--- config.mk ---
export PLATFORM = sky130hd
export DESIGN_NAME = ifft_frame_mux_flat
export DESIGN_NICKNAME = d
export VERILOG_FILES = /design/src/rtl/ifft_frame_mux_if.sv /design/src/rtl/ifft_frame_mux.sv /design/src/flat_wrapper.sv
export SDC_FILE = /design/constraint.sdc
export NUM_CORES = 1
export LEC_CHECK = 0
export CAP_MARGIN = 5
export CORE_ASPECT_RATIO = 0.9
export CORE_UTILIZATION = 38
export DETAILED_ROUTE_END_ITERATION = 6
export PLACE_DENSITY = 0.85
export REMOVE_ABC_BUFFERS = 1
export SYNTH_ARGS = -nofsm -noshare
export SYNTH_HDL_FRONTEND = slang
export SYNTH_SLANG_ARGS = --single-unit
export TNS_END_PERCENT = 20
--- constraint.sdc ---
create_clock -name clk -period 2.35 [get_ports clk]
set_input_delay 0.705 -clock clk [delete_from_list [all_inputs] [get_ports clk]]
set_output_delay 0.705 -clock clk [all_outputs]
set_load 0.03 [all_outputs]
--- src/rtl/ifft_frame_mux_if.sv ---
// Handshake and data bundle for the IFFT frame multiplexer.
// master = the side that feeds the channels and drains out_*, slave = the mux itself.
interface ifft_frame_mux_if #(
  parameter int WIDTH  = 16,
  parameter int NUM_IN = 4,
  parameter int SEL_W  = 2
) ();
  logic [NUM_IN*WIDTH-1:0] in_data;
  logic [NUM_IN-1:0]       in_valid;
  logic [NUM_IN-1:0]       in_ready;
  logic [SEL_W-1:0]        sel;
  logic [WIDTH-1:0]        out_data;
  logic                    out_valid;
  logic                    out_ready;
  logic                    out_last;
  logic                    busy;
  logic                    sel_err;

  modport master (
    output in_data, in_valid, sel, out_ready,
    input  in_ready, out_data, out_valid, out_last, busy, sel_err
  );

  modport slave (
    input  in_data, in_valid, sel, out_ready,
    output in_ready, out_data, out_valid, out_last, busy, sel_err
  );
endinterface

--- src/rtl/ifft_frame_mux.sv ---
// Registered N-to-1 frame multiplexer for the IFFT datapath.
// A channel is locked for a whole frame of FRAME_LEN samples; samples pass
// through a single output register with valid/ready handshaking and the
// final sample of each frame is flagged with out_last.
module ifft_frame_mux #(
  parameter int WIDTH     = 16,
  parameter int NUM_IN    = 4,
  parameter int SEL_W     = 2,
  parameter int FRAME_LEN = 16
) (
  input logic             clk,
  input logic             rst,
  ifft_frame_mux_if.slave bus
);

  localparam int                 CNT_W      = $clog2(FRAME_LEN);
  localparam logic [CNT_W-1:0]   LAST_BEAT  = CNT_W'(FRAME_LEN - 1);
  localparam logic [SEL_W:0]     NUM_IN_EXT = (SEL_W + 1)'(NUM_IN);

  typedef enum logic {
    IDLE,
    STREAM
  } state_t;

  state_t             state;
  state_t             state_nxt;
  logic [SEL_W-1:0]   cur_sel;
  logic [CNT_W-1:0]   beat_cnt;

  logic [WIDTH-1:0]   chan [NUM_IN];
  logic               sel_ok;
  logic               start;
  logic               load_ok;
  logic               xfer;
  logic               last_beat;

  logic [NUM_IN-1:0]  ready_vec;
  logic               busy_c;

  logic [WIDTH-1:0]   data_q;
  logic               valid_q;
  logic               last_q;
  logic               err_q;

  for (genvar k = 0; k < NUM_IN; k++) begin : g_unpack
    assign chan[k] = bus.in_data[k*WIDTH +: WIDTH];
  end

  // sel is widened by one bit so the range check also works when 2**SEL_W == NUM_IN
  assign sel_ok    = {1'b0, bus.sel} < NUM_IN_EXT;
  assign start     = (state == IDLE) && sel_ok && bus.in_valid[bus.sel];
  assign load_ok   = !valid_q || bus.out_ready;
  assign xfer      = (state == STREAM) && bus.in_valid[cur_sel] && load_ok;
  assign last_beat = (beat_cnt == LAST_BEAT);

  // State register: IDLE waits for a valid request, STREAM carries one frame.
  always_ff @(posedge clk) begin
    if (rst) begin
      state <= IDLE;
    end else begin
      state <= state_nxt;
    end
  end

  // Next state: lock on a valid request, release after the last beat is taken.
  always_comb begin
    state_nxt = state;
    case (state)
      IDLE:    if (start)             state_nxt = STREAM;
      STREAM:  if (xfer && last_beat) state_nxt = IDLE;
      default:                        state_nxt = IDLE;
    endcase
  end

  // State outputs: only the locked channel may see ready, and only when the register can load.
  always_comb begin
    ready_vec = '0;
    busy_c    = 1'b0;
    if (state == STREAM) begin
      ready_vec[cur_sel] = load_ok;
      busy_c             = 1'b1;
    end
  end

  // Datapath: channel lock, beat counter, output register and select-error pulse.
  always_ff @(posedge clk) begin
    if (rst) begin
      cur_sel  <= '0;
      beat_cnt <= '0;
      data_q   <= '0;
      valid_q  <= 1'b0;
      last_q   <= 1'b0;
      err_q    <= 1'b0;
    end else begin
      err_q <= (state == IDLE) && !sel_ok;
      if (start) begin
        cur_sel  <= bus.sel;
        beat_cnt <= '0;
      end
      if (xfer) begin
        data_q   <= chan[cur_sel];
        valid_q  <= 1'b1;
        last_q   <= last_beat;
        beat_cnt <= last_beat ? '0 : beat_cnt + CNT_W'(1);
      end else if (valid_q && bus.out_ready) begin
        valid_q <= 1'b0;
        last_q  <= 1'b0;
      end
    end
  end

  assign bus.in_ready  = ready_vec;
  assign bus.busy      = busy_c;
  assign bus.out_data  = data_q;
  assign bus.out_valid = valid_q;
  assign bus.out_last  = last_q;
  assign bus.sel_err   = err_q;

endmodule

--- src/flat_wrapper.sv ---
// flat-port wrapper written by rule: the top's interface ports become plain ports
module ifft_frame_mux_flat 
#(
  parameter int WIDTH     = 16,
  parameter int NUM_IN    = 4,
  parameter int SEL_W     = 2,
  parameter int FRAME_LEN = 16
)
  (clk, rst, bus_in_data, bus_in_valid, bus_sel, bus_out_ready, bus_in_ready, bus_out_data, bus_out_valid, bus_out_last, bus_busy, bus_sel_err);
  ifft_frame_mux_if #(.WIDTH(WIDTH), .NUM_IN(NUM_IN), .SEL_W(SEL_W)) bus_i ();
  input logic clk;
  input logic rst;
  input wire logic [$bits(bus_i.in_data)-1:0] bus_in_data;
  input wire logic [$bits(bus_i.in_valid)-1:0] bus_in_valid;
  input wire logic [$bits(bus_i.sel)-1:0] bus_sel;
  input wire logic [$bits(bus_i.out_ready)-1:0] bus_out_ready;
  output wire logic [$bits(bus_i.in_ready)-1:0] bus_in_ready;
  output wire logic [$bits(bus_i.out_data)-1:0] bus_out_data;
  output wire logic [$bits(bus_i.out_valid)-1:0] bus_out_valid;
  output wire logic [$bits(bus_i.out_last)-1:0] bus_out_last;
  output wire logic [$bits(bus_i.busy)-1:0] bus_busy;
  output wire logic [$bits(bus_i.sel_err)-1:0] bus_sel_err;
  assign bus_i.in_data = bus_in_data;
  assign bus_i.in_valid = bus_in_valid;
  assign bus_i.sel = bus_sel;
  assign bus_i.out_ready = bus_out_ready;
  assign bus_in_ready = bus_i.in_ready;
  assign bus_out_data = bus_i.out_data;
  assign bus_out_valid = bus_i.out_valid;
  assign bus_out_last = bus_i.out_last;
  assign bus_busy = bus_i.busy;
  assign bus_sel_err = bus_i.sel_err;
  ifft_frame_mux #(.WIDTH(WIDTH), .NUM_IN(NUM_IN), .SEL_W(SEL_W), .FRAME_LEN(FRAME_LEN)) u_core (.clk(clk), .rst(rst), .bus(bus_i));
endmodule
==> key figures, run 1 <==
Setup path
  • R2r startpoint: u_core.cur_sel[0]
  • CP arrival: 1.50 ns
  • Crit path launch type: input pin
  • Critical Path RT: 1.64 ns
  • Crit path max fanout: 3
  • Crit path capture type: output pin
  • Crit-path cells: dlygate4sd2_1 > nand2b_4 > nand2_2 > nor3_2 > buf_4
  • Critical Path Source: bus_out_ready
  • CP top delay family: buffers and inverters
  • Bufs and invs on worst path: 2
  • Crit-path slowest cell: dlygate4sd2_1
  • Crit-path max cell delay: 0.22 ns
  • Crit Path Category: in -> out

Yosys
  • Post-synth top flop: dfxtp_1
  • Synth Area per Inst: 9.48 µm²
  • Post-synth EDFFs: 0
  • Cell taking the most area after synthesis: dfxtp_1
  • Seq cells post-synth: 25
  • Sequential fraction of the synthesis area: 35.2%
  • Yosys top cell area share: 35.2%
  • Netlist cell types: 26
  • Leading post-synthesis cells by instance count: nand2_1, dfxtp_1, a21oi_1
  • Synth Warn #: 0
  • Most frequent cell after synthesis: nand2_1
  • Post-synthesis cell area: 1420 µm²
  • Largest cells by area after synthesis: dfxtp_1, mux4_2, nand2_1
  • Synthesized instance count: 150
  • Post-synth ARST share: 0%

Layout
  • Cell Count, Final, Fillers Out: 293
  • Register area: 500 µm²
  • Area occupied by multi-input gates: 872 µm²
  • Nets: 324
  • Antenna diode count: 0
  • Fin area: 2510 µm²
  • # fillers: 268
  • Share of cells above drive strength 1: 18.1%
  • Area growth, synth to finish: 76.6%

Power
  • Peak supply drop: 0.303 mV
  • Comb power frac: 35.9%
  • Net switching power: 0.317 mW
  • Pint: 0.807 mW
  • LEAKAGE: 0.891 nW
  • Cell Pwr Density: 448 nW/µm²
  • Design Power: 1.12 mW
  • Clock share of power: 22.5%
  • Sw frac: 28.2%
  • Seq pwr share: 41.6%

STA
  • Fin crit share: 93.7%
  • Unrepaired setup endpoints after global routing: false
  • Number of max-slew violations in the final report: 0
  • Fin. Hold Viols: 0
  • Total negative slack: 0 ns
  • Fmax: 454 MHz
  • Endpoints failing setup: 0
  • Worst Skew: 0.00552 ns
  • Period minus WS final: 2.20 ns
  • Final WS setup: 0.148 ns

Clock tree
  • Worst-Skew Late Latency: 0.27 ns
  • Root Buffer: clkbuf_8
  • Max H-tree Level: 1
  • Cts hold-fix bufs: 0
  • CTS Buf Count: 3
  • Clock tree buffer depth: 2
  • CTS clock-pin slew for the worst setup and hold paths: 0.09 ns
  • CTS tree: built
  • Clock Sinks: 25

Die
  • Die height: 60.0 µm
  • Num rows: 20
  • Die area: 3990 µm²
  • IO Count: 97
  • Die X: 66.5 µm
  • Core area: 3480 µm²
  • Initial Util: 40.9%

Global routing
  • Global-route wire length before repair: 6.11 mm
  • Gr usage total: 20.6%
  • Vias in the first global route: 1411
  • Initial antenna violation count: 0
  • Largest net degree at the start of global routing: 26
  • Congestion Overflow GR: 0

Run
  • # Max-Cap Violations: 0

Place
  • PortBufs: 95
  • Final estimated routing congestion in global placement: 0.745
  • Dpl ws: -0.224 ns
  • Hpwl dp: 3.14 mm
  • Dpl cell area: 2430 µm²
  • DP Cell Count: 288

Routing
  • Wire length per cell: 13.6 µm
  • DRC Markers: 0
  • Routed vias: 1488
  • Antenna Violating Nets Remaining: 0
  • Vias per cell: 5.08
  • Routed wire length: 3.98 mm
  • Detailed Routing Iterations Pass 1: 4
  • DR iter-0 viols: 86

Worst hold path
  • Hold crit path type: reg -> reg
  • Hold_sp: u_core.bus.out_data[3]

Run status
  • Status: complete, no violations
==> final cells by class <==
cell class,instances,area share (%)
flip-flops and latches,25,19.9
clock buffers,3,1.65
repair buffers,107,41.0
multi-input cells,112,34.7
clock inverters,1,0.299
well taps,44,2.19
inverters,1,0.150
==> worst register-to-register path, delay by kind of cell (launching register included) <==
| family | cells | cell delay, ns |
|---|---|---|
| muxes | 1 | 0.61 |
| DFF | 1 | 0.56 |
| and+or+nand+nor | 2 | 0.32 |
| buffers and inverters | 1 | 0.17 |
| AOI/OAI and AO/OA | 1 | 0.07 |
==> cell usage in the layout (no fill, tap or decap), types with 3 or more instances in the layout <==
master           Yosys  layout
clkdlybuf4s50_1      0      90
nand2_1             38      37
dfxtp_1             25      25
a21oi_1             24      24
mux4_2              17      17
buf_4                2      16
nand3_1              8       8
nor2_1               5       5
nor2b_1              3       3
clkbuf_8             0       3
==> sequential cells by signal (all words and copies together) (netlist names) <==
| name | count |
|---|---|
| u_core.beat_cnt | 4 |
| u_core.cur_sel | 2 |
| u_core.bus.out_data | 16 |
| u_core.state | 1 |
| u_core.bus.out_valid | 1 |
| u_core.bus.out_last | 1 |
==> metrics by stage <==
step,util (%),hold slack [ns]
floorplan,-,0.459
global placement,70.0,0.441
detailed placement,70.0,0.446
CTS,72.2,0.458
global route,72.2,0.480
finish,72.2,0.457
==> cell families after synthesis <==
family,after synthesis,synth area share [%]
AND/OR/NAND/NOR,62,19.2
AO/OA/AOI/OAI,28,10.4
flip-flops,25,35.2
multiplexers,20,29.2
buffers and inverters,13,4.84
adder cells (fa/ha/maj),1,0.880
other,1,0.264
==> power by group through the flow <==
stage	registers (mW)	clock network (mW)	logic [mW]
floorplan	0.527	0	0.129
detailed placement	0.476	0	0.400
finish	0.467	0.254	0.404
global placement	0.476	0	0.396
CTS	0.467	0.262	0.406
global route	0.471	0.278	0.433
==> worst paths after layout <==
kind / end / slack [ns] / depth (start not counted)
max: bus_in_ready[0] / 0.15 / 5
min: u_core.bus.out_data[3] / 0.46 / 2
max reg2reg: u_core.beat_cnt[0] / 0.51 / 5
min reg2reg: u_core.bus.out_data[3] / 0.46 / 2
==> routing by layer <==
metal	share of wire [%]	routed length, µm	GRT usage (%)	vias to the layer above
li1	-	-	-	734
met1	39	1570	23.5	694
met2	52	2050	38.0	58
met3	8.7	345	5.92	2
met4	0.33	13	4.86	0
met5	0	0	0	-
==> timing repair <==
action                     CTS  global route
buffers inserted             1             0
gates resized for setup      6             0
hold endpoints to repair     0             0
setup endpoints to repair    4             0
Note: power is estimated with default switching activity, not from simulation.
==> run 2, diff against run 1 <==
CTS_CLUSTER_DIAMETER = 80   (was unset)
==> results of run 2 <==
The final DEF is identical to that of run 1; final timing and power are the same.
